--- src/rtl/systolic_result_reader_if.sv ---
// Handshake bundle between the systolic result reader, the array's parallel
// result bus and the downstream consumer of the serial element stream.
interface systolic_result_reader_if #(
    parameter int SIZE     = 8,
    parameter int O_BITS   = 19,
    parameter int IDX_BITS = $clog2(SIZE)
);
    logic [SIZE*SIZE*O_BITS-1:0] i_c_full;
    logic                        i_start;
    logic                        i_ready;
    logic [O_BITS-1:0]           o_data;
    logic [IDX_BITS-1:0]         o_row;
    logic [IDX_BITS-1:0]         o_col;
    logic                        o_valid;
    logic                        o_last;
    logic                        o_busy;
    logic                        o_overrun;
    logic                        dbg_state;

    // Valid/ready: an element moves on a rising edge where o_valid and
    // i_ready are both high; while o_valid is high and i_ready is low the
    // reader holds o_data/o_row/o_col/o_last unchanged.
    modport slave (
        input  i_c_full, i_start, i_ready,
        output o_data, o_row, o_col, o_valid, o_last, o_busy, o_overrun, dbg_state
    );

    modport master (
        output i_c_full, i_start, i_ready,
        input  o_data, o_row, o_col, o_valid, o_last, o_busy, o_overrun, dbg_state
    );
endinterface

--- src/rtl/systolic_result_reader.sv ---
// Captures a full SIZE x SIZE result matrix on i_start and streams it out
// row-major, one element per valid/ready transfer.
module systolic_result_reader #(
    parameter int SIZE     = 8,
    parameter int I_BITS   = 8,
    parameter int O_BITS   = (I_BITS*2)+$clog2(SIZE),
    parameter int IDX_BITS = $clog2(SIZE)
) (
    input logic                    i_clock,
    input logic                    i_reset,
    systolic_result_reader_if.slave bus
);
    localparam int NUM      = SIZE*SIZE;
    localparam int CNT_BITS = $clog2(NUM);
    localparam logic [CNT_BITS-1:0] LAST_K  = CNT_BITS'(NUM-1);
    localparam logic [IDX_BITS-1:0] LAST_IX = IDX_BITS'(SIZE-1);

    typedef enum logic {IDLE = 1'b0, STREAM = 1'b1} state_t;

    state_t              state, state_nxt;
    logic [O_BITS-1:0]   shadow [NUM];
    logic [CNT_BITS-1:0] k;
    logic [CNT_BITS-1:0] k_inc;
    logic [IDX_BITS-1:0] row, col;
    logic [O_BITS-1:0]   data;
    logic                overrun;
    logic                load, adv, ovr_set;
    logic                xfer, at_last;

    assign k_inc   = k + 1'b1;
    assign xfer    = (state == STREAM) && bus.i_ready;
    assign at_last = (k == LAST_K);

    always_comb begin
        state_nxt = state;
        load      = 1'b0;
        adv       = 1'b0;
        ovr_set   = 1'b0;
        case (state)
            IDLE: begin
                if (bus.i_start) begin
                    load      = 1'b1;
                    state_nxt = STREAM;
                end
            end
            STREAM: begin
                // A start coinciding with the final transfer chains the next
                // frame with no bubble; any other start is dropped and flagged.
                if (xfer && at_last) begin
                    if (bus.i_start) load = 1'b1;
                    else             state_nxt = IDLE;
                end else begin
                    adv     = xfer;
                    ovr_set = bus.i_start;
                end
            end
            default: state_nxt = IDLE;
        endcase
    end

    always_ff @(posedge i_clock or negedge i_reset) begin
        if (!i_reset) begin
            state   <= IDLE;
            k       <= '0;
            row     <= '0;
            col     <= '0;
            data    <= '0;
            overrun <= 1'b0;
        end else begin
            state <= state_nxt;
            if (ovr_set) overrun <= 1'b1;
            if (load) begin
                k    <= '0;
                row  <= '0;
                col  <= '0;
                data <= bus.i_c_full[O_BITS-1:0];
            end else if (adv) begin
                k    <= k_inc;
                data <= shadow[k_inc];
                if (col == LAST_IX) begin
                    col <= '0;
                    row <= row + 1'b1;
                end else begin
                    col <= col + 1'b1;
                end
            end
        end
    end

    // Frame storage needs no reset; it is only read after a load.
    always_ff @(posedge i_clock) begin
        if (load) begin
            for (int i = 0; i < NUM; i++) shadow[i] <= bus.i_c_full[O_BITS*i +: O_BITS];
        end
    end

    assign bus.o_data    = data;
    assign bus.o_row     = row;
    assign bus.o_col     = col;
    assign bus.o_valid   = (state == STREAM);
    assign bus.o_busy    = (state == STREAM);
    assign bus.o_last    = (state == STREAM) && at_last;
    assign bus.o_overrun = overrun;
    assign bus.dbg_state = (state == STREAM);
endmodule

--- src/flat_wrapper.sv ---
// flat-port wrapper written by rule: the top's interface ports become plain ports
module systolic_result_reader_flat 
#(
    parameter int SIZE     = 8,
    parameter int I_BITS   = 8,
    parameter int O_BITS   = (I_BITS*2)+$clog2(SIZE),
    parameter int IDX_BITS = $clog2(SIZE)
)
  (i_clock, i_reset, bus_i_c_full, bus_i_start, bus_i_ready, bus_o_data, bus_o_row, bus_o_col, bus_o_valid, bus_o_last, bus_o_busy, bus_o_overrun, bus_dbg_state);
  systolic_result_reader_if #(.SIZE(SIZE), .O_BITS(O_BITS), .IDX_BITS(IDX_BITS)) bus_i ();
  input logic i_clock;
  input logic i_reset;
  input wire logic [$bits(bus_i.i_c_full)-1:0] bus_i_c_full;
  input wire logic [$bits(bus_i.i_start)-1:0] bus_i_start;
  input wire logic [$bits(bus_i.i_ready)-1:0] bus_i_ready;
  output wire logic [$bits(bus_i.o_data)-1:0] bus_o_data;
  output wire logic [$bits(bus_i.o_row)-1:0] bus_o_row;
  output wire logic [$bits(bus_i.o_col)-1:0] bus_o_col;
  output wire logic [$bits(bus_i.o_valid)-1:0] bus_o_valid;
  output wire logic [$bits(bus_i.o_last)-1:0] bus_o_last;
  output wire logic [$bits(bus_i.o_busy)-1:0] bus_o_busy;
  output wire logic [$bits(bus_i.o_overrun)-1:0] bus_o_overrun;
  output wire logic [$bits(bus_i.dbg_state)-1:0] bus_dbg_state;
  assign bus_i.i_c_full = bus_i_c_full;
  assign bus_i.i_start = bus_i_start;
  assign bus_i.i_ready = bus_i_ready;
  assign bus_o_data = bus_i.o_data;
  assign bus_o_row = bus_i.o_row;
  assign bus_o_col = bus_i.o_col;
  assign bus_o_valid = bus_i.o_valid;
  assign bus_o_last = bus_i.o_last;
  assign bus_o_busy = bus_i.o_busy;
  assign bus_o_overrun = bus_i.o_overrun;
  assign bus_dbg_state = bus_i.dbg_state;
  systolic_result_reader #(.SIZE(SIZE), .I_BITS(I_BITS), .O_BITS(O_BITS), .IDX_BITS(IDX_BITS)) u_core (.i_clock(i_clock), .i_reset(i_reset), .bus(bus_i));
endmodule
--- config.mk ---
export PLATFORM = sky130hd
export DESIGN_NAME = systolic_result_reader_flat
export DESIGN_NICKNAME = d
export VERILOG_FILES = /design/src/rtl/systolic_result_reader_if.sv /design/src/rtl/systolic_result_reader.sv /design/src/flat_wrapper.sv
export SDC_FILE = /design/constraint.sdc
export NUM_CORES = 1
export LEC_CHECK = 0
export ABC_AREA = 1
export BUFFER_PORTS_ARGS = -buffer_cell sky130_fd_sc_hd__buf_2
export CORE_AREA = 10 10 480 482
export DETAILED_ROUTE_END_ITERATION = 10
export DIE_AREA = 0 0 490 492
export PLACE_DENSITY = 0.42
export SKIP_CTS_REPAIR_TIMING = 1
export SLEW_MARGIN = 0
export SYNTH_ARGS = -nofsm -noshare
export SYNTH_HDL_FRONTEND = slang
export SYNTH_SLANG_ARGS = --single-unit
export TNS_END_PERCENT = 100
--- constraint.sdc ---
create_clock -name i_clock -period 39.4 [get_ports i_clock]
set_clock_uncertainty 0.05 [all_clocks]
set_input_delay 1.97 -clock i_clock [delete_from_list [all_inputs] [get_ports i_clock]]
set_output_delay 1.97 -clock i_clock [all_outputs]
set_load 0.02 [all_outputs]
==> results of run 1 <==
-- logic make-up after synthesis --
logic type,after synthesis
compound gates,148
simple gates,2738
fa+ha+maj,4
buf+inv,559
flops,1249
xor+xnor,4
-- registers in the layout, indices dropped and copies added (netlist names) --
register,flops
u_core.k,6
u_core.shadow,1216
u_core.bus.o_row,3
u_core.bus.o_data,19
u_core.bus.o_col,3
u_core.bus.o_overrun,1
u_core.bus.dbg_state,1
-- cell type report --
cell class              count  share of cell area
diodes                     60             0.00228
clock buffers             204              0.0626
clock inverters            71             0.00906
inverters                 287              0.0167
multi-input cells        2894               0.185
flip-flops and latches   1249               0.567
well taps                2975              0.0565
repair buffers           1301               0.102
-- stage by stage --
step,hold WS (ns),cells
floorplan,0.450,4702
global placement,0.408,8706
detailed placement,0.414,8706
CTS,0.427,8981
global route,0.436,9004
finish,0.425,9041
-- worst min path at each step --
| stage | slack (ns) | start | end | cells after the start |
|---|---|---|---|---|
| after floorplan | 0.45 | u_core.k[5]$_DFFE_PN0P_ | u_core.k[5]$_DFFE_PN0P_ | 2 |
| after global placement | 0.41 | u_core.bus.o_data[18]$_DFFE_PN0P_ | u_core.bus.o_data[18]$_DFFE_PN0P_ | 2 |
| after detailed placement | 0.41 | u_core.bus.o_data[5]$_DFFE_PN0P_ | u_core.bus.o_data[5]$_DFFE_PN0P_ | 2 |
| after CTS | 0.43 | u_core.bus.o_data[10]$_DFFE_PN0P_ | u_core.bus.o_data[10]$_DFFE_PN0P_ | 2 |
| after global routing | 0.44 | u_core.bus.o_overrun$_DFFE_PN0P_ | u_core.bus.o_overrun$_DFFE_PN0P_ | 1 |
| final | 0.42 | u_core.bus.o_overrun$_DFFE_PN0P_ | u_core.bus.o_overrun$_DFFE_PN0P_ | 1 |
-- layout by cell type, fill, tap and decap left out, types with 4 or more instances in the layout --
| cell | n |
|---|---|
| buf_12 | 4 |
| buf_2 | 1249 |
| buf_4 | 48 |
| bufinv_16 | 5 |
| clkbuf_1 | 46 |
| clkbuf_16 | 158 |
| clkinv_1 | 32 |
| clkinv_2 | 13 |
| clkinv_8 | 5 |
| clkinvlp_4 | 4 |
| dfrtp_1 | 32 |
| diode_2 | 60 |
| edfxtp_1 | 1216 |
| inv_1 | 261 |
| inv_16 | 4 |
| inv_2 | 22 |
| inv_6 | 7 |
| nand2_1 | 1838 |
| nand3_1 | 708 |
| nor2_1 | 187 |
| o211ai_1 | 23 |
| o21ai_0 | 81 |
| o21ai_1 | 38 |
-- power groups by stage --
stage	combinational (W)	clock (W)	sequential (W)
after detailed placement	0.00149	0	0.00152
after global routing	0.00157	0.00145	0.00149
after floorplan	0.000680	0	0.00153
final	0.00144	0.00137	0.00149
after global placement	0.00149	0	0.00151
after CTS	0.00149	0.00140	0.00149
-- worst max-delay path: stages, from the launching register on --
cell,delay [ns]
dfrtp_4,0.85
ha_4,0.31
nand3_2,0.15
inv_1,0.10
nand3_1,0.15
o21ai_1,0.27
nand2_2,0.12
buf_4,0.31
inv_8,0.66
buf_4,0.85
buf_4,0.89
buf_4,0.86
buf_4,0.83
buf_4,0.86
-- per-layer routing --
metal | share of wire | GRT usage | wire, um | vias up
met5 | 0.0011 | 0 | 273 | -
li1 | - | - | - | 18300
met3 | 0.078 | 0.0567 | 19400 | 445
met4 | 0.028 | 0.0522 | 7020 | 40
met2 | 0.46 | 0.317 | 115000 | 1834
met1 | 0.44 | 0.264 | 109000 | 19500
==> results.json, run 1 <==
{
  "synth_area_um2": 51700,
  "synth_flop_cell": "edfxtp_1",
  "totalPowerFinal_w": 0.00430,
  "clock_latency_ns": 0.79,
  "start_util": 0.234,
  "viasPerCell": 4.44,
  "drtPass1Iterations": 7,
  "p_switching_w": 0.00172,
  "pre_cts_ws_ns": 30.76,
  "hold_path_class": "register to register",
  "cts.sinks": 1249,
  "dpl_cell_area_um2": 61000,
  "coreArea_um2": 221000,
  "p_seq_frac": 0.346,
  "cp-startpoint": "u_core.k[0]$_DFFE_PN0P_",
  "rr_startpoint": "u_core.k[0]$_DFFE_PN0P_",
  "maxCapViolations": 0,
  "finalHoldViolCount": 0,
  "grt_pass1_vias": 39900,
  "rows": 173,
  "syn_area_per_cell_um2": 11.0,
  "synth.area.mux_share": 0,
  "die_h_um": 492,
  "cts_buffers": 155,
  "postLayoutCellArea_um2": 65900,
  "synthSimpleGateAreaFrac": 0.216,
  "synthXorXnorAreaFrac": 0.000967,
  "synth_area_leader_cell": "edfxtp_1",
  "critPathKind": "register to register",
  "h-tree-depth": 4,
  "clk_pin_slew_ns": 0.06,
  "clockBufferDepth": 3,
  "grt_pass1_wl_mm": 335,
  "pwr-share-comb": 0.336,
  "slew_headroom": 0.159,
  "ys_top_cells_by_count": "nand2_1 (1839), edfxtp_1 (1216), nand3_1 (708), inv_1 (261), nor2_1 (187)",
  "fin_util": 0.298,
  "place.gp.congestion": 0.866,
  "swShare": 0.401,
  "crit_required_ns": 39.75,
  "grt_remaining_overflow": 0,
  "route.detailed.drc": 0,
  "pin_count": 1250,
  "synth_fa_ha_area_frac": 0.000967,
  "r2r_setup_slack_ns": 31.31,
  "finalSetupTns_ns": 0,
  "rr_worst_depth": 13,
  "multiInputGateArea_um2": 12200,
  "start_kind": "register",
  "drt_wl_total_mm": 251,
  "setup_ws_ns": 31.31,
  "synthArstFlopShare": 0.0264,
  "grt_use_total": 0.199,
  "antenna_found_initial": 164,
  "drtIter0Drc": 3918,
  "clockRootBuffer": "clkbuf_16",
  "wl_per_cell_um": 27.7,
  "fin_crit_sh": 0.205,
  "outcome": "completed",
  "area_growth_pct": 27.4,
  "ys_seq_area_frac": 0.722,
  "die_w_um": 490,
  "synth_top_family_by_area": "simple AND/OR/NAND/NOR gates",
  "leakage_nw": 27.2,
  "die_area_um2": 241000,
  "register_area_um2": 37300,
  "cp-endpoint": "u_core.shadow[50][6]$_DFFE_PP_",
  "fin_crit_ns": 8.09,
  "r2r_end": "u_core.shadow[50][6]$_DFFE_PP_",
  "cts_tree": "built",
  "critPathMaxFanout": 132,
  "tightest_slew_ns": 1.26,
  "fin_nets": 7112,
  "synthTopCellsByArea": "edfxtp_1 (71%), nand2_1 (13%), nand3_1 (6.8%)",
  "clockPowerShare": 0.318,
  "ys_warn_count": 0,
  "slew_viol_final": 0,
  "grt_max_degree": 164,
  "synth_top_area_frac": 0.706,
  "p_int_w": 0.00258,
  "dp_hpwl_mm": 188,
  "syn_nets": 5926,
  "drtAntennaViolNets": 0,
  "finalSetupViolCount": 0,
  "layout-drive-gt1-share": 0.255,
  "synth_compound_area_frac": 0.0157,
  "port_buffers": 1249,
  "post_synth_num_cell_types": 27,
  "synth_edf_count": 1216,
  "synth_seq_cells": 1249,
  "rsz0062_at_grt": "no",
  "num_vias": 40200,
  "vdd_drop_max_v": 0.0000445,
  "fmax_mhz": 124,
  "crit_path_end_kind": "register",
  "num-fill-cells": 23300,
  "p_per_area_nw_per_um2": 65.2,
  "synth.most_common_cell": "nand2_1",
  "syn_inst": 4702,
  "cp.arrival_ns": 8.44
}
Note: power is estimated with default switching activity, not from simulation.
==> inputs of run 2 (changes only) <==
Settings changed: CORE_AREA 10 10 480 482 to 10 10 475 477, DIE_AREA 0 0 490 492 to 0 0 485 487, PLACE_DENSITY 0.42 to 0.45.
Clock period 39.4 ns to 6.8 ns, I/O delays scaled along.
==> run 2 against run 1 <==
  * Final cell count rose by 12%
  * Sequential share of layout area fell by 9.0 points
  * Setup slack got worse by 29 ns
  * Die area fell by 2.0%
  * Routed wire length rose by 4.7%
  * Clock-buffer cell count fell by 23
  * Clock power rose to 5.9 times the previous value
  * First-iteration DRC count rose by 12%
  * Hold slack got worse by 0.24 ns
  * Register-to-register slack got worse by 29 ns
  * Non-clock buffer count rose by 1210
  * Critical endpoint is now u_core.shadow[9][16]$_DFFE_PP_
  * Largest power group is now combinational logic
==> results.json, run 2 (synthesis gave the netlist of run 1 again) <==
{
  "cts_tree": "built",
  "antenna_found_initial": 84,
  "fin_nets": 8317,
  "die_area_um2": 236000,
  "clk_pin_slew_ns": 0.06,
  "grt_use_total": 0.201,
  "cp_top_family": "buffers and inverters",
  "crit_path_top_delay_cell": "dfrtp_4",
  "area_growth_pct": 51.3,
  "leakage_nw": 32.4,
  "fin_util": 0.362,
  "cp.arrival_ns": 5.22,
  "dp_hpwl_mm": 187,
  "slew_headroom": 0.155,
  "wl_per_cell_um": 25.9,
  "tightest_slew_ns": 1.27,
  "vdd_drop_max_v": 0.000326,
  "clockBufferDepth": 3,
  "dpl.cell_count": 8575,
  "hold_path_class": "input port to register",
  "h-tree-depth": 4,
  "rsz0062_at_grt": "no",
  "pin_count": 1250,
  "crit_path_max_incr_delay_ns": 0.98,
  "cts.sinks": 1249,
  "fmax_mhz": 206,
  "coreArea_um2": 216000,
  "maxCapViolations": 0,
  "regMostFlops": "u_core.shadow",
  "die_h_um": 487,
  "die_w_um": 485,
  "start_kind": "register",
  "cp_cell_sequence": "ha_4 -> nand3_2 -> inv_1 -> nand3_1 -> o21ai_1 -> nand2_2 -> clkinv_16 -> buf_4",
  "critPathMaxFanout": 140,
  "critPathKind": "register to register",
  "crit_path_end_kind": "register",
  "grt_remaining_overflow": 0,
  "drtAntennaViolNets": 0,
  "finalHoldViolCount": 0,
  "outcome": "completed",
  "drtIter0Drc": 4403,
  "route.detailed.drc": 0,
  "grt_pass1_vias": 40400,
  "rows": 171,
  "num-fill-cells": 21400,
  "fin_crit_ns": 4.85,
  "fin_crit_sh": 0.714,
  "cts_buffers": 150,
  "finalSetupTns_ns": 0,
  "drt_wl_total_mm": 262,
  "slew_viol_final": 0,
  "grt_max_degree": 200,
  "setup_ws_ns": 1.95,
  "start_util": 0.239,
  "crit_required_ns": 7.17,
  "layout_commonest_cell": "nand2_1",
  "layout-drive-gt1-share": 0.212,
  "largest_reg_flops": 1216,
  "clock_latency_ns": 0.80,
  "port_buffers": 1249,
  "clockRootBuffer": "clkbuf_16",
  "layout_common_cells": "nand2_1 (1838), buf_2 (1249), dlygate4sd3_1 (1220)",
  "finalSetupViolCount": 0,
  "drtPass1Iterations": 5,
  "pre_cts_ws_ns": 1.91,
  "crit_buf_inv": 3,
  "grt_pass1_wl_mm": 332,
  "num_vias": 45200,
  "p_per_area_nw_per_um2": 327,
  "final_cells": 10100,
  "viasPerCell": 4.46,
  "place.gp.congestion": 0.862
}
## run 2: cell types whose count changed in the layout (fill, tap and decap cells not counted), moves of 4 or more
cell           previous run  this run
clkinv_1                 32        40
buf_12                    4        23
clkinv_2                 13        17
clkinv_16                 0         7
dlygate4sd3_1             0      1220
bufinv_16                 5        11
clkbuf_16               158       150
clkbuf_1                 46        31
diode_2                  60        69
buf_4                    48        19
## run 2: routing by layer
metal	wire [um]	global-route usage	up-vias
li1	-	-	20700
met1	113000	0.264	21800
met2	122000	0.324	2135
met3	16900	0.0527	530
met4	10500	0.0640	18
met5	103	0	-
## run 2: cell type report
cell class | count | area, um2 | share of cell area
multi-input cells | 2894 | 12200 | 0.155
repair buffers | 2511 | 19100 | 0.244
well taps | 2854 | 3570 | 0.0456
diodes | 69 | 173 | 0.00221
clock inverters | 95 | 980 | 0.0125
clock buffers | 181 | 3870 | 0.0494
flip-flops and latches | 1249 | 37300 | 0.477
inverters | 287 | 1120 | 0.0143
## run 2: report_power, final
group / leakage, nW / internal, W / switching (W) / total [W]
clock network: 2.33 / 0.00453 / 0.00349 / 0.00802
logic: 18.7 / 0.00246 / 0.00641 / 0.00887
registers: 11.3 / 0.00853 / 0.000152 / 0.00868
total: 32.4 / 0.0155 / 0.0101 / 0.0256
## run 2: path summary, 6_finish.rpt
kind	from	to	slack, ns	cells after the start
setup / recovery	u_core.k[0]$_DFFE_PN0P_	u_core.shadow[9][16]$_DFFE_PP_	1.95	8
hold / removal	bus_i_c_full[616]	u_core.shadow[32][8]$_DFFE_PP_	0.18	2
setup reg to reg	u_core.k[0]$_DFFE_PN0P_	u_core.shadow[9][16]$_DFFE_PP_	1.95	8
hold reg to reg	u_core.bus.o_data[6]$_DFFE_PN0P_	u_core.bus.o_data[6]$_DFFE_PN0P_	0.43	2
max in group asynchronous	i_reset	u_core.k[0]$_DFFE_PN0P_	5.68	2
min in group asynchronous	i_reset	u_core.bus.o_data[4]$_DFFE_PN0P_	0.25	2
## run 2: worst reg2reg max path: cells and delay by family, from the launching register on
| kind | cells | cell delay, ns |
|---|---|---|
| buf+inv | 3 | 1.82 |
| flops | 1 | 0.98 |
| simple gates | 3 | 0.97 |
| compound gates | 1 | 0.27 |
| fa+ha+maj | 1 | 0.32 |
## run 2: metrics by stage
step / area, um2 / total power (W) / hold WS, ns
3_5_place_dp: 61100 / 0.0172 / 0.415
4_1_cts: 65900 / 0.0253 / -0.435
6_report: 78300 / 0.0256 / 0.183
2_1_floorplan: 51800 / 0.0128 / -0.00559
3_3_place_gp: 61100 / 0.0173 / 0.421
5_1_grt: 78200 / 0.0267 / 0.128
